### src/rtl/music_peak_detector_if.sv
// Stream and result bundle between the MUSIC spectrum producer and the peak detector.
// The master drives the per-angle product stream; the slave returns the held DOA results.
interface music_peak_detector_if #(
   parameter int ANGLE_W = 8,
   parameter int DATA_W  = 64
);
   logic               sweep_start;
   logic               in_av;
   logic [DATA_W-1:0]  product_theta;
   logic               busy;
   logic               done;
   logic [1:0]         peak_count;
   logic [ANGLE_W-1:0] doa0;
   logic [ANGLE_W-1:0] doa1;
   logic [DATA_W-1:0]  pmin0;
   logic [DATA_W-1:0]  pmin1;
   logic               overrun;

   modport master (
      output sweep_start, in_av, product_theta,
      input  busy, done, peak_count, doa0, doa1, pmin0, pmin1, overrun
   );

   modport slave (
      input  sweep_start, in_av, product_theta,
      output busy, done, peak_count, doa0, doa1, pmin0, pmin1, overrun
   );
endinterface

### src/rtl/music_peak_detector.sv
// Finds the two deepest interior local minima of one MUSIC product sweep
// (the pseudospectrum peaks) and holds their angles/values for the host.
module music_peak_detector #(
   parameter int NUM_ANGLES = 181,
   parameter int ANGLE_W    = 8,
   parameter int DATA_W     = 64
) (
   input logic clk,
   input logic rst,
   music_peak_detector_if.slave bus
);
   typedef enum logic [1:0] {IDLE, COLLECT, FINAL} state_t;

   localparam logic [ANGLE_W-1:0] LAST_IDX = ANGLE_W'(NUM_ANGLES - 1);

   state_t             state, state_next;
   logic               busy, done;
   logic               accept, last_sample, is_min;
   logic [ANGLE_W-1:0] idx, cand_ang;
   logic [DATA_W-1:0]  prev1, prev2;

   logic [ANGLE_W-1:0] b0_ang, b1_ang, b0_ang_nx, b1_ang_nx;
   logic [DATA_W-1:0]  b0_val, b1_val, b0_val_nx, b1_val_nx;
   logic               b0_vld, b1_vld, b0_vld_nx, b1_vld_nx;
   logic [1:0]         cnt, cnt_nx;

   logic [1:0]         peak_count;
   logic [ANGLE_W-1:0] doa0, doa1;
   logic [DATA_W-1:0]  pmin0, pmin1;
   logic               overrun;

   always_ff @(posedge clk or negedge rst) begin
      if (!rst) state <= IDLE;
      else      state <= state_next;
   end

   // A sweep_start always wins: its own strobe becomes theta 0 of the new sweep.
   always_comb begin
      state_next  = state;
      busy        = 1'b0;
      done        = 1'b0;
      accept      = bus.in_av && (bus.sweep_start || state == COLLECT);
      last_sample = accept && !bus.sweep_start && idx == LAST_IDX;
      case (state)
         IDLE: begin
            if (bus.sweep_start) state_next = COLLECT;
         end
         COLLECT: begin
            busy = 1'b1;
            if (bus.sweep_start)  state_next = COLLECT;
            else if (last_sample) state_next = FINAL;
         end
         FINAL: begin
            busy       = 1'b1;
            done       = 1'b1;
            state_next = bus.sweep_start ? COLLECT : IDLE;
         end
         default: state_next = IDLE;
      endcase
   end

   // Sample idx arriving makes idx-1 the middle of the window; a flat floor reports its first sample.
   always_comb begin
      cand_ang = idx - ANGLE_W'(1);
      is_min   = accept && !bus.sweep_start && idx >= ANGLE_W'(2) &&
                 prev1 < prev2 && prev1 <= bus.product_theta;
   end

   always_comb begin
      b0_ang_nx = b0_ang;
      b0_val_nx = b0_val;
      b0_vld_nx = b0_vld;
      b1_ang_nx = b1_ang;
      b1_val_nx = b1_val;
      b1_vld_nx = b1_vld;
      cnt_nx    = cnt;
      if (bus.sweep_start) begin
         b0_ang_nx = '0;
         b0_val_nx = '0;
         b0_vld_nx = 1'b0;
         b1_ang_nx = '0;
         b1_val_nx = '0;
         b1_vld_nx = 1'b0;
         cnt_nx    = 2'd0;
      end else if (is_min) begin
         if (!b0_vld || prev1 < b0_val) begin
            b1_ang_nx = b0_ang;
            b1_val_nx = b0_val;
            b1_vld_nx = b0_vld;
            b0_ang_nx = cand_ang;
            b0_val_nx = prev1;
            b0_vld_nx = 1'b1;
         end else if (!b1_vld || prev1 < b1_val) begin
            b1_ang_nx = cand_ang;
            b1_val_nx = prev1;
            b1_vld_nx = 1'b1;
         end
         if (cnt != 2'd2) cnt_nx = cnt + 2'd1;
      end
   end

   // Results load on the final sample's edge so they are already valid during done.
   always_ff @(posedge clk or negedge rst) begin
      if (!rst) begin
         idx        <= '0;
         prev1      <= '0;
         prev2      <= '0;
         b0_ang     <= '0;
         b0_val     <= '0;
         b0_vld     <= 1'b0;
         b1_ang     <= '0;
         b1_val     <= '0;
         b1_vld     <= 1'b0;
         cnt        <= 2'd0;
         peak_count <= 2'd0;
         doa0       <= '0;
         doa1       <= '0;
         pmin0      <= '0;
         pmin1      <= '0;
         overrun    <= 1'b0;
      end else begin
         b0_ang <= b0_ang_nx;
         b0_val <= b0_val_nx;
         b0_vld <= b0_vld_nx;
         b1_ang <= b1_ang_nx;
         b1_val <= b1_val_nx;
         b1_vld <= b1_vld_nx;
         cnt    <= cnt_nx;
         if (bus.sweep_start) begin
            idx        <= bus.in_av ? ANGLE_W'(1) : '0;
            prev1      <= bus.in_av ? bus.product_theta : '0;
            prev2      <= '0;
            overrun    <= 1'b0;
            peak_count <= 2'd0;
         end else if (accept) begin
            idx   <= idx + ANGLE_W'(1);
            prev2 <= prev1;
            prev1 <= bus.product_theta;
         end else if (bus.in_av && state == IDLE) begin
            overrun <= 1'b1;
         end
         if (last_sample) begin
            peak_count <= cnt_nx;
            doa0       <= b0_vld_nx ? b0_ang_nx : '0;
            pmin0      <= b0_vld_nx ? b0_val_nx : '0;
            doa1       <= b1_vld_nx ? b1_ang_nx : '0;
            pmin1      <= b1_vld_nx ? b1_val_nx : '0;
         end
      end
   end

   assign bus.busy       = busy;
   assign bus.done       = done;
   assign bus.peak_count = peak_count;
   assign bus.doa0       = doa0;
   assign bus.doa1       = doa1;
   assign bus.pmin0      = pmin0;
   assign bus.pmin1      = pmin1;
   assign bus.overrun    = overrun;
endmodule

### src/flat_wrapper.sv
// flat-port wrapper written by rule: the top's interface ports become plain ports
module music_peak_detector_flat 
#(
   parameter int NUM_ANGLES = 181,
   parameter int ANGLE_W    = 8,
   parameter int DATA_W     = 64
)
  (clk, rst, bus_sweep_start, bus_in_av, bus_product_theta, bus_busy, bus_done, bus_peak_count, bus_doa0, bus_doa1, bus_pmin0, bus_pmin1, bus_overrun);
  music_peak_detector_if #(.ANGLE_W(ANGLE_W), .DATA_W(DATA_W)) bus_i ();
  input logic clk;
  input logic rst;
  input wire logic [$bits(bus_i.sweep_start)-1:0] bus_sweep_start;
  input wire logic [$bits(bus_i.in_av)-1:0] bus_in_av;
  input wire logic [$bits(bus_i.product_theta)-1:0] bus_product_theta;
  output wire logic [$bits(bus_i.busy)-1:0] bus_busy;
  output wire logic [$bits(bus_i.done)-1:0] bus_done;
  output wire logic [$bits(bus_i.peak_count)-1:0] bus_peak_count;
  output wire logic [$bits(bus_i.doa0)-1:0] bus_doa0;
  output wire logic [$bits(bus_i.doa1)-1:0] bus_doa1;
  output wire logic [$bits(bus_i.pmin0)-1:0] bus_pmin0;
  output wire logic [$bits(bus_i.pmin1)-1:0] bus_pmin1;
  output wire logic [$bits(bus_i.overrun)-1:0] bus_overrun;
  assign bus_i.sweep_start = bus_sweep_start;
  assign bus_i.in_av = bus_in_av;
  assign bus_i.product_theta = bus_product_theta;
  assign bus_busy = bus_i.busy;
  assign bus_done = bus_i.done;
  assign bus_peak_count = bus_i.peak_count;
  assign bus_doa0 = bus_i.doa0;
  assign bus_doa1 = bus_i.doa1;
  assign bus_pmin0 = bus_i.pmin0;
  assign bus_pmin1 = bus_i.pmin1;
  assign bus_overrun = bus_i.overrun;
  music_peak_detector #(.NUM_ANGLES(NUM_ANGLES), .ANGLE_W(ANGLE_W), .DATA_W(DATA_W)) u_core (.clk(clk), .rst(rst), .bus(bus_i));
endmodule
### config.mk
export PLATFORM = sky130hd
export DESIGN_NAME = music_peak_detector_flat
export DESIGN_NICKNAME = d
export VERILOG_FILES = /design/src/rtl/music_peak_detector_if.sv /design/src/rtl/music_peak_detector.sv /design/src/flat_wrapper.sv
export SDC_FILE = /design/constraint.sdc
export NUM_CORES = 1
export LEC_CHECK = 0
export ABC_AREA = 1
export BUFFER_PORTS_ARGS = -buffer_cell sky130_fd_sc_hd__buf_4
export CORE_MARGIN = 2
export CORE_UTILIZATION = 35
export CTS_CLUSTER_SIZE = 14
export DETAILED_ROUTE_END_ITERATION = 10
export PLACE_DENSITY = 0.59
export SYNTH_ARGS = -nofsm -noshare
export SYNTH_HDL_FRONTEND = slang
export SYNTH_SLANG_ARGS = --single-unit
### constraint.sdc
create_clock -name clk -period 4.2 [get_ports clk]
set_clock_uncertainty 0.1 [all_clocks]
set_input_delay 0.42 -clock clk [delete_from_list [all_inputs] [get_ports clk]]
set_output_delay 0.42 -clock clk [all_outputs]
set_load 0.01 [all_outputs]
* Yosys cells after proc, flatten, opt, wreduce, memory -nomap -nowiden
Cells that the tools add are included.
W data, S select, Z words.
** Word-level totals
- Flip-flop bits (word level) :: 433
- Input bits :: 68
- Output and inout bits :: 149
- Logic and storage cells :: 100
** Cells by class
- $add $sub $neg :: 3
- Order comparisons :: 5
- Eq/ne operators :: 7
- Multiplexer cells :: 48
- Reductions and logical operators :: 20
** Operators with widths (count)
- $mux W64 :: 14
- $lt A64 B64 Y1 :: 3
- $mux W8 :: 11
- $le A64 B64 Y1 :: 1
- $mux W2 :: 8
- $mux W1 :: 14
- $add A8 B1 Y8 const B :: 1
- $eq A8 B8 Y1 const B :: 1
- $ge A8 B2 Y1 const B :: 1
- $sub A8 B1 Y8 const B :: 1
- $logic_and A1 B1 Y1 :: 7
- $ne A2 B2 Y1 const B :: 3
- $pmux W2 S3 :: 1
- $reduce_bool A2 Y1 :: 3
- $reduce_and A2 Y1 :: 2
- $logic_not A1 Y1 :: 3
- $logic_or A1 B1 Y1 :: 3
- $ne A3 B2 Y1 const B :: 1
- $add A2 B1 Y2 const B :: 1
- $eq A2 B1 Y1 const B :: 1
- $eq A2 B2 Y1 const B :: 1
- $logic_not A2 Y1 :: 1
- $reduce_or A2 Y1 :: 1

* Longest topological paths before layout
Gate-level depths: netlist of the first run.
- Depth after elaboration :: 10
- Depth in mapped cells :: 25
- Mapped depth without buffers :: 23

* Least setup slack after synthesis of the first run
Ideal clock, no wire load.
- Path kind :: input -> register
- Start :: input bus_product_theta[63]
- End :: register u_core.b1_val[57]
- Setup time :: 0.139 ns
- Arrival :: 2.339 ns
- Required time :: 3.961 ns
- Slack :: 1.622 ns
- Cell stages on the path :: 18
- Path buffers :: 2
- Cells stage by stage :: inv_1 ha_1 nand2_1 nor2_1 nand4_1 inv_1 nand2_1 nor3b_2 nand2_1 nand2_1 nand2_1 nand3_2 clkinv_2 nand2_1 buf_2 buf_6 nand2_1 nor3b_2
** Between the ends
- Cells in the longest elaborated chain, start to end :: 4
** RTL lines
- start, declared :: line flat_wrapper.sv:14 : input wire logic [$bits(bus_i.product_theta)-1:0] bus_product_theta;
- $le A64 B64 Y1 :: line music_peak_detector.sv:66 : prev1 < prev2 && prev1 <= bus.product_theta;
- $logic_and A1 B1 Y1 :: line music_peak_detector.sv:66
- $mux W64 :: line music_peak_detector.sv:85 : end else if (is_min) begin
- $mux W64 :: line music_peak_detector.sv:77 : if (bus.sweep_start) begin
- via u_core.b1_val_nx[57] :: line music_peak_detector.sv:23 : logic [DATA_W-1:0] b0_val, b1_val, b0_val_nx, b1_val_nx;
- end signal, assigned :: line music_peak_detector.sv:126 : b1_val <= b1_val_nx;
- end, declared :: line music_peak_detector.sv:23
The timed path passes the listed nets, and every way through them passes these cells.
A chain may end at the register's enable or synchronous reset.

* Final worst setup path of the first run
- Start :: register u_core.prev1[59]
- End :: register u_core.pmin0[30], in the netlist u_core.bus.pmin0[30]
** Between the ends
- Cells in the longest elaborated chain, start to end :: 6
- Elaborated cells on any way between the ends :: 13
- Classes of those cells :: order compare (3); mux (7); reduce/logical (3)
** RTL lines
- start, declared :: line music_peak_detector.sv:20 : logic [DATA_W-1:0] prev1, prev2;
- start signal, assigned :: line music_peak_detector.sv:131 : prev1 <= bus.in_av ? bus.product_theta : '0;
- start signal, assigned :: line music_peak_detector.sv:138 : prev1 <= bus.product_theta;
- $lt A64 B64 Y1, on equally long branches :: line music_peak_detector.sv:86, music_peak_detector.sv:66
- $logic_or A1 B1 Y1 or $logic_and A1 B1 Y1 (tied branches) :: line music_peak_detector.sv:86, music_peak_detector.sv:65
- $mux W64, or another cell as far along :: line music_peak_detector.sv:86 : if (!b0_vld || prev1 < b0_val) begin
- $mux W64 or $mux W1 (tied branches) :: line music_peak_detector.sv:85
- $mux W64 or $mux W1 (tied branches) :: line music_peak_detector.sv:77
- $mux W64 * :: line music_peak_detector.sv:145 : pmin0 <= b0_vld_nx ? b0_val_nx : '0;
- end signal, assigned :: line music_peak_detector.sv:145
- end, declared :: line music_peak_detector.sv:29 : logic [DATA_W-1:0] pmin0, pmin1;
Mark *: on every way between the ends. The rest lies on a longest branch, timed or not.

==> impl_metrics.tcl, run 1 <==
set metrics [dict create \
    path_max_fanout 18 \
    postCtsSetupBuffers 0 \
    coreArea_sq_um 70400 \
    drt-initial-drc-count 1342 \
    place_area_sq_um 27700 \
    final_nets 3632 \
    combPwrFrac_pct 25.4 \
    grt_pass1_wl_mm 119 \
    cts_buffers 51 \
    grt_usage_pct 20.3 \
    avgViaCountPerCell 4.90 \
    max_cap_viol_count 0 \
    crit_path_end_kind "flip-flop" \
    avgSynthCellArea_sq_um 7.98 \
    vias 21001 \
    synth_fp_nets 3461 \
    boundaryPins 217 \
    detail-route-antenna-nets 0 \
    min_path_cells 3 \
    post-route-drc-count 0 \
    synth-seq-cells 433 \
    ys_warn_count 0 \
    synth-edff-count 0 \
    synthToLayoutAreaGrowth_pct 18.6 \
    grt_remaining_overflow 0 \
    ff2ff_path_depth 14 \
    seq_area_frac_synth_pct 43.4 \
    worstHoldStart "bus_product_theta[43]" \
    clk_path_buf_depth 3 \
    synth.most_common_cell "nand2_1" \
    min_period_ns 3.86 \
    syn_inst 3131 \
    dieArea_sq_um 73500 \
    relSlewSlack_pct 29.8 \
    cp_common_cell "nand2_1" \
    syn_area_sq_um 25000 \
    async_flop_share_pct 100 \
    insertion_delay_ns 0.60 \
    wl_per_cell_um 17.3 \
    num_rows 97 \
    clk_pin_slew_worst_paths_ns 0.06 \
    pwr-share-seq_pct 36.6 \
    start_util_pct 35.5 \
    fin_tns_setup_ns 0 \
    cts_max_level 2 \
    synth_top_area_cell "dfrtp_1" \
    r2r_setup_slack_ns 0.34 \
    power_density_nw_per_um2 441 \
    clockPowerShare_pct 38.0 \
    switchingPower_mw 4.33 \
    path_class "flip-flop to flip-flop" \
    max_freq_ghz 0.259 \
    p_int_mw 8.74 \
    crit_arrival_ns 4.20 \
    status "completed" \
    rsz0062_at_grt "no" \
    ir_drop_uv 328 \
    ys_types 42 \
    period_share_pct 91.9 \
    min_to "u_core.prev1[43]" \
    worst_slew_pin_slew_ns 1.05 \
    cpPeakStageDelay_ns 0.48 \
    cpMaxStageDelayCell "dfrtp_1" \
    swShare_pct 33.1 \
    cts_tree "done" \
    crit_buf_inv 2 \
    synth_top_area_share_pct 43.4 \
    synth_area_leaders "dfrtp_1, ha_1, nand2_1" \
    setup_viol 0 \
    min_path_type "primary input to flip-flop" \
    hold_violations 0 \
    cp.required_ns 4.54 \
    startpoint_type "flip-flop" \
    leakagePower_nw 16.4 \
    drv_slew 0 \
    antenna_found_initial 1 \
    final_layout_size_suffix_gt1_share_pct 12.4 \
    grt_max_degree 123 \
    rr_endpoint "u_core.bus.pmin0[30]" \
    antennaDiodeCount 0 \
    die_y_um 271 \
    design_area_sq_um 29600 \
    root_buffer "clkbuf_16" \
    crit_family "simple AND/OR/NAND/NOR gates" \
    firstDrtPassIters 6 \
    place_hpwl_mm 50.7 \
    port_buffers 216 \
    crit_chain "ha_1 > nand2_1 > nor3_1 > nand3_1 > nor3_2 > and3_1 > nand2_1 > a21oi_4 > nor2_4 > inv_2 > buf_4 > nand2_1 > nand3_1 > o21ai_0" \
    synthTopCellsByCount "nand2_1, inv_1, dfrtp_1, ha_1, nand3_1" \
    dieWidth_um 271 \
    grt_pass1_vias 21088 \
    globalplace.congestion 0.860 \
    synth_top_flop_cell "dfrtp_1" \
    r2r_start "u_core.prev1[59]" \
    cts.sinks 433 \
    totalWireLength_mm 74.2 \
]
==> cells by family after synthesis <==
logic type               count (synthesis)  share of synthesized area [%]
adder cells (fa/ha/maj)                262                           13.1
buffers and inverters                  631                           9.87
XOR/XNOR                                 6                          0.210
AO/OA/AOI/OAI                          403                           8.92
AND/OR/NAND/NOR                       1396                           24.5
flip-flops                             433                           43.4
==> power groups by stage <==
stage / clock network [mW] / registers (mW) / logic, mW
final: 4.97 / 4.78 / 3.32
after global routing: 5.24 / 4.82 / 3.83
after CTS: 5.06 / 4.78 / 3.34
after detailed placement: 0 / 4.85 / 3.31
after global placement: 0 / 4.85 / 3.29
after floorplan: 0 / 4.75 / 2.26
==> sequential cells by signal, summed over array words and instances, names as in the netlist, 2 cells and up <==
register	cells
u_core.b0_val	64
u_core.b1_val	64
u_core.bus.pmin0	64
u_core.bus.pmin1	64
u_core.prev1	64
u_core.prev2	64
u_core.b0_ang	8
u_core.b1_ang	8
u_core.bus.doa0	8
u_core.bus.doa1	8
u_core.idx	8
u_core.bus.peak_count	2
u_core.cnt	2
u_core.state	2
==> tightest hold or removal path, cell delays in order <==
cell	delay [ns]
buf_4	0.11
inv_1	0.08
o22ai_1	0.08
==> through the flow <==
| step | util (%) | cells | hold slack, ns | setup WS, ns | power (mW) |
|---|---|---|---|---|---|
| after floorplan | - | 3131 | 0.0244 | 1.62 | 7.01 |
| after global placement | 39.3 | 4186 | 0.365 | 0.441 | 8.13 |
| after detailed placement | 39.3 | 4186 | 0.368 | 0.371 | 8.16 |
| after CTS | 42.1 | 4284 | 0.0217 | 0.349 | 13.2 |
| after global routing | 42.1 | 4284 | 0.0485 | 0.0874 | 13.9 |
| final | 42.1 | 4284 | 0.0454 | 0.340 | 13.1 |
==> layout by cell type, fill, tap and decap left out, types with 2 or more instances in the layout <==
| cell type | Yosys | final |
|---|---|---|
| nand2_1 | 823 | 818 |
| inv_1 | 490 | 489 |
| dfrtp_1 | 433 | 432 |
| ha_1 | 262 | 262 |
| nand3_1 | 254 | 254 |
| buf_4 | 3 | 234 |
| nor2_1 | 175 | 175 |
| a21oi_1 | 134 | 134 |
| o22ai_1 | 128 | 128 |
| o21ai_0 | 71 | 71 |
| o21ai_1 | 54 | 54 |
| clkbuf_16 | 0 | 53 |
| nor3b_1 | 39 | 39 |
| nor2_2 | 29 | 27 |
| nor3b_2 | 26 | 26 |
| clkbuf_8 | 0 | 22 |
| nor3_1 | 18 | 18 |
| nand4_1 | 17 | 17 |
| buf_12 | 0 | 15 |
| clkinv_2 | 1 | 9 |
| nor4_1 | 8 | 8 |
| bufinv_16 | 0 | 7 |
| o21a_1 | 4 | 4 |
| xor2_1 | 4 | 4 |
| clkbuf_1 | 74 | 4 |
| inv_2 | 2 | 3 |
| o211ai_1 | 3 | 3 |
| a21o_1 | 3 | 3 |
| nand2_2 | 0 | 3 |
| dlygate4sd3_1 | 0 | 3 |
| nor2_4 | 0 | 2 |
| xnor2_1 | 2 | 2 |
| nand2_4 | 0 | 2 |
| or2_2 | 2 | 2 |
==> worst max path at each step <==
stage	depth (start not counted)	to	slack, ns	startpoint
after detailed placement	14	u_core.bus.pmin0[30]	0.37	u_core.prev1[59]
after global placement	14	u_core.bus.pmin0[32]	0.44	u_core.prev1[59]
after CTS	14	u_core.bus.pmin0[30]	0.35	u_core.prev1[59]
after global routing	14	u_core.bus.pmin0[31]	0.09	u_core.prev1[57]
final	14	u_core.bus.pmin0[30]	0.34	u_core.prev1[59]
after floorplan	18	u_core.b1_val[57]	1.62	bus_product_theta[63]
==> final cells by class <==
cell class              count  area, sq um
inverters                 495         1860
repair buffers            254         2110
flip-flops and latches    433        10800
clock buffers              79         1640
multi-input cells        2067        11700
clock inverters            16          262
well taps                 940         1180
fillers                  7202        40800
==> layer usage <==
layer / wire length, um / vias up / GRT usage [%]
met4: 2340 / 2 / 6.71
met1: 34700 / 9938 / 27.8
met5: 13 / - / 0
li1: - / 10439 / -
met2: 33900 / 485 / 32.9
met3: 3260 / 137 / 2.87
==> repair_timing <==
item                      CTS  global route
hold endpoints to repair   99             0
hold buffers                3             0
resized for setup           0             0
Power figures use the tool's default switching activity.
==> inputs of run 2 (changes only) <==
- CORE_UTILIZATION: 35 -> 65
- GPL_TIMING_DRIVEN: default -> 0
- PLACE_DENSITY: 0.59 -> 0.93
- SLEW_MARGIN: default -> 20
==> run 2 against run 1 <==
  * Count of clock-buffer cells in the layout decreased by 14
  * Die area decreased by 46%
  * Global-route usage increased by 18 points
  * Critical path depth increased by 1
  * Register-to-register slack got worse by 0.22 ns
  * Clock power decreased by 11%
==> impl_metrics.tcl, run 2 (synthesis results as in run 1) <==
set metrics [dict create \
    leakagePower_nw 16.3 \
    worst_slew_pin_slew_ns 1.16 \
    crit_arrival_ns 4.51 \
    startpoint_type "flip-flop" \
    drt-initial-drc-count 2701 \
    crit_chain "ha_1 > nand2_1 > inv_1 > nand3_1 > nor3_1 > nor3b_2 > nand3_1 > nand2_1 > nand3_2 > nand2_1 > nand3_1 > nor2_4 > buf_2 > nand3_1 > nand2_1" \
    coreArea_sq_um 37800 \
    postCtsSetupBuffers 0 \
    grt_max_degree 101 \
    hold_violations 0 \
    combPwrFrac_pct 27.2 \
    swShare_pct 34.3 \
    cts_buffers 45 \
    clk_path_buf_depth 3 \
    post-route-drc-count 0 \
    dieWidth_um 200 \
    min_period_ns 4.08 \
    wl_met1_mm 28.3 \
    crit_path_end_kind "flip-flop" \
    layout_commonest_cell "nand2_1" \
    r2r_setup_slack_ns 0.12 \
    final_nets 3729 \
    period_share_pct 97.1 \
    avgViaCountPerCell 5.92 \
    path_max_fanout 10 \
    grt_remaining_overflow 0 \
    cpMaxStageDelayCell "nor3_1" \
    switchingPower_mw 4.35 \
    dieArea_sq_um 40000 \
    ir_drop_uv 359 \
    final_layout_size_suffix_gt1_share_pct 11.8 \
    max_cap_viol_count 0 \
    p_int_mw 8.34 \
    firstDrtPassIters 6 \
    wl_per_cell_um 19.0 \
    synthToLayoutAreaGrowth_pct 16.2 \
    port_buffers 215 \
    power_density_nw_per_um2 437 \
    setup_viol 0 \
    grt_usage_pct 38.2 \
    cp.required_ns 4.63 \
    wl_met2_mm 34.9 \
    wl_met3_mm 7.24 \
    cts_tree "done" \
    relSlewSlack_pct 22.6 \
    root_buffer "clkbuf_16" \
    cts_max_level 2 \
    grt_pass1_vias 23397 \
    crit_buf_inv 2 \
    start_util_pct 66.2 \
    grt_pass1_wl_mm 119 \
    clk_pin_slew_worst_paths_ns 0.07 \
    status "completed" \
    power_mw 12.7 \
    pwr-share-seq_pct 37.8 \
    crit_family "simple AND/OR/NAND/NOR gates" \
    min_path_type "primary input to flip-flop" \
    globalplace.congestion 0.927 \
    boundaryPins 217 \
    die_y_um 200 \
    cpPeakStageDelay_ns 0.60 \
    routed.top_layer "met4" \
    num_rows 71 \
    fin_tns_setup_ns 0 \
    final_cell_mix "nand2_1, inv_1, dfrtp_1" \
    antennaDiodeCount 0 \
    place_hpwl_mm 53.2 \
    totalWireLength_mm 74.9 \
    detail-route-antenna-nets 0 \
    antenna_found_initial 0 \
    cts.sinks 433 \
    path_class "flip-flop to flip-flop" \
    insertion_delay_ns 0.60 \
    max_freq_ghz 0.245 \
    clockPowerShare_pct 35.0 \
    vias 23368 \
    drv_slew 0 \
    rsz0062_at_grt "no" \
]
[run 2: layout make-up]
type | instances | area [sq um]
Clock inverter | 18 | 280
Inverter | 495 | 1860
Multi-Input combinational cell | 2067 | 11700
Buffer | 136 | 607
Sequential cell | 433 | 10800
Timing Repair Buffer | 221 | 1750
Tap cell | 511 | 639
Clock buffer | 65 | 1350
Fill cell | 2427 | 8750
[run 2: stage by stage]
| stage | cells | utilization (%) | setup WS, ns | area, sq um | hold WS (ns) |
|---|---|---|---|---|---|
| CTS | 3946 | 76.8 | 0.0589 | 29000 | 0.00198 |
| detailed placement | 3861 | 72.4 | 0.187 | 27300 | 0.317 |
| global placement | 3857 | 72.1 | -1.72 | 27200 | 0.365 |
| global route | 3946 | 76.8 | 0.0336 | 29000 | 0.0401 |
| finish | 3946 | 76.8 | 0.121 | 29000 | 0.0119 |
| floorplan | 3131 | - | 1.62 | 25000 | 0.0244 |
[run 2: power by group through the flow]
stage / clock [mW] / combinational, mW / sequential (mW)
final: 4.44 / 3.45 / 4.80
after global routing: 4.59 / 3.86 / 4.82
after CTS: 4.43 / 3.37 / 4.77
after detailed placement: 0 / 3.27 / 4.84
after global placement: 0 / 3.09 / 4.83
after floorplan: 0 / 2.26 / 4.75
[run 2: final timing paths]
path                                 startpoint                    to  cells after the start
max in group asynchronous                   rst      u_core.b1_val[4]                      4
setup reg to reg               u_core.prev1[47]  u_core.bus.pmin1[53]                     15
hold / removal                        bus_in_av    u_core.bus.overrun                      3
min in group asynchronous                   rst  u_core.bus.pmin0[42]                      2
hold reg to reg            u_core.bus.pmin1[41]  u_core.bus.pmin1[41]                      2
setup / recovery               u_core.prev1[47]  u_core.bus.pmin1[53]                     15
[run 2: layer usage]
metal | GRT usage [%] | vias to the layer above
li1 | - | 10640
met1 | 47.9 | 10968
met2 | 62.4 | 1423
met3 | 6.92 | 337
met4 | 22.3 | 0
met5 | 0 | -
[run 2: what timing repair did]
| action | CTS | global route |
|---|---|---|
| setup endpoints to repair | 0 | 124 |
| resized for setup | 0 | 2 |
| endpoints found under the hold margin | 66 | 0 |
| hold buffers | 2 | 0 |
[run 2: worst min-delay path: cells and delay by family]
family | cells | cell delay (ns)
buf+inv | 1 | 0.12
compound gates | 1 | 0.06
simple gates | 1 | 0.05
==> inputs of run 3 (changes only) <==
- CORE_UTILIZATION: 65 -> 62
- PLACE_DENSITY: 0.93 -> 0.89
==> run 3 against run 2 <==
  * Fmax is 2.2% higher
  * Sequential cell count unchanged
  * Hold slack improved by 0.026 ns
  * First-iteration DRC count down 32%
  * Critical path depth shrank 2
  * Critical path type unchanged
==> impl_metrics.tcl, run 3 (synthesis results as in run 1) <==
set metrics [dict create \
    firstDrtPassIters 5 \
    dieArea_sq_um 41900 \
    power_density_nw_per_um2 431 \
    grt_max_degree 103 \
    max_freq_ghz 0.250 \
    final_nets 3729 \
    crit_path_end_kind "flip-flop" \
    path_max_fanout 10 \
    grt_remaining_overflow 0 \
    avgViaCountPerCell 5.73 \
    grt_usage_pct 34.4 \
    max_cap_viol_count 0 \
    coreArea_sq_um 39700 \
    hold_violations 0 \
    boundaryPins 217 \
    setup_viol 0 \
    cts_buffers 45 \
    globalplace.congestion 0.958 \
    cts_max_level 2 \
    rsz0062_at_grt "no" \
    antenna_found_initial 1 \
    synthToLayoutAreaGrowth_pct 16.2 \
    die_y_um 205 \
    leakagePower_nw 16.3 \
    postCtsSetupBuffers 0 \
    layout_commonest_cell "nand2_1" \
    clk_pin_slew_worst_paths_ns 0.06 \
    final_cell_mix "nand2_1, inv_1, dfrtp_1" \
    min_path_type "primary input to flip-flop" \
    ir_drop_uv 287 \
    path_class "flip-flop to flip-flop" \
    p_int_mw 8.29 \
    cp.required_ns 4.54 \
    relSlewSlack_pct 32.9 \
    clk_path_buf_depth 3 \
    final_layout_size_suffix_gt1_share_pct 11.8 \
    detail-route-antenna-nets 0 \
    status "completed" \
    switchingPower_mw 4.20 \
    drt-initial-drc-count 1844 \
    utilization_pct 73.0 \
    drv_slew 0 \
    place_hpwl_mm 51.9 \
    grt_pass1_vias 22146 \
    post-route-drc-count 0 \
    worst_slew_pin_slew_ns 1.01 \
    insertion_delay_ns 0.59 \
    num_rows 73 \
    combPwrFrac_pct 26.7 \
    root_buffer "clkbuf_16" \
    grt_pass1_wl_mm 113 \
    wl_per_cell_um 18.0 \
    min_period_ns 3.99 \
    totalWireLength_mm 71.4 \
    cts_tree "done" \
    cts.sinks 433 \
    vias 22685 \
    clockPowerShare_pct 34.8 \
    crit_arrival_ns 4.33 \
    fin_tns_setup_ns 0 \
    period_share_pct 95.1 \
    startpoint_type "flip-flop" \
    pwr-share-seq_pct 38.4 \
    dieWidth_um 205 \
    swShare_pct 33.6 \
    port_buffers 215 \
    start_util_pct 62.9 \
    fin_hold_ws_ns 0.0378 \
]
## run 3: changes by cell type in the layout (fill, tap and decap cells not counted), sizes merged
cell      change
clkbuf        +4
diode         +1
inv           -1
clkinvlp      -1
bufinv        -2
## run 3: metal layers
metal / vias up / GRT usage (%) / share of wire [%]
li1: 10656 / - / -
met5: - / 0 / 0
met1: 10649 / 44.7 / 40
met4: 0 / 20.7 / 6.3
met3: 282 / 5.46 / 8.3
met2: 1098 / 54.3 / 46
## run 3: power by group through the flow
stage,sequential (mW),clock (mW),combinational [mW]
6_report,4.80,4.35,3.34
5_1_grt,4.83,4.53,3.78
4_1_cts,4.78,4.36,3.29
3_5_place_dp,4.85,0,3.22
3_3_place_gp,4.84,0,3.07
2_1_floorplan,4.75,0,2.26
## run 3: critical path: stages, from the launching register on
cell	delay, ns
dfrtp_1	0.47
ha_1	0.34
nand2_1	0.08
nor2_1	0.17
nand4_1	0.23
nor3b_2	0.46
nand2_1	0.10
nand2_1	0.07
nand2_1	0.09
nand3_2	0.17
a21oi_1	0.11
nand2_1	0.67
clkbuf_1	0.60
o21ai_1	0.18
## run 3: timing repair
action | in CTS | in global routing
gates resized for setup | 0 | 0
hold buffers | 2 | 0
hold endpoints to repair | 83 | 0
## run 3: worst paths after layout
| kind | slack (ns) | to | start | cells past startpoint |
|---|---|---|---|---|
| worst max-delay path | 0.21 | u_core.bus.pmin0[6] | u_core.prev1[39] | 13 |
| worst min-delay path | 0.04 | u_core.b0_vld | bus_sweep_start | 2 |
| worst max register to register | 0.21 | u_core.bus.pmin0[6] | u_core.prev1[39] | 13 |
| worst min register to register | 0.38 | u_core.bus.pmin1[3] | u_core.bus.pmin1[3] | 2 |
| max in group asynchronous | 2.37 | u_core.b1_val[19] | rst | 4 |
| min in group asynchronous | 0.31 | u_core.prev1[35] | rst | 2 |
## run 3: area by class of cell
cell class	count	area, sq um
multi-input combinational	2067	11700
sequential	433	10800
fill	2922	10700
inverter	495	1860
timing repair buffer	221	1750
clock buffer	69	1420
tap	525	657
buffer	136	607
clock inverter	14	205
antenna	1	2.50
## run 3: per-stage QoR
stage                     cells  area (sq um)  total power, mW  setup slack [ns]
after global routing       3961         29000             13.1            0.0939
after CTS                  3960         29000             12.4             0.367
after detailed placement   3875         27400             8.07             0.295
after global placement     3871         27200             7.91             -1.76
final                      3961         29000             12.5             0.207
after floorplan            3131         25000             7.01              1.62
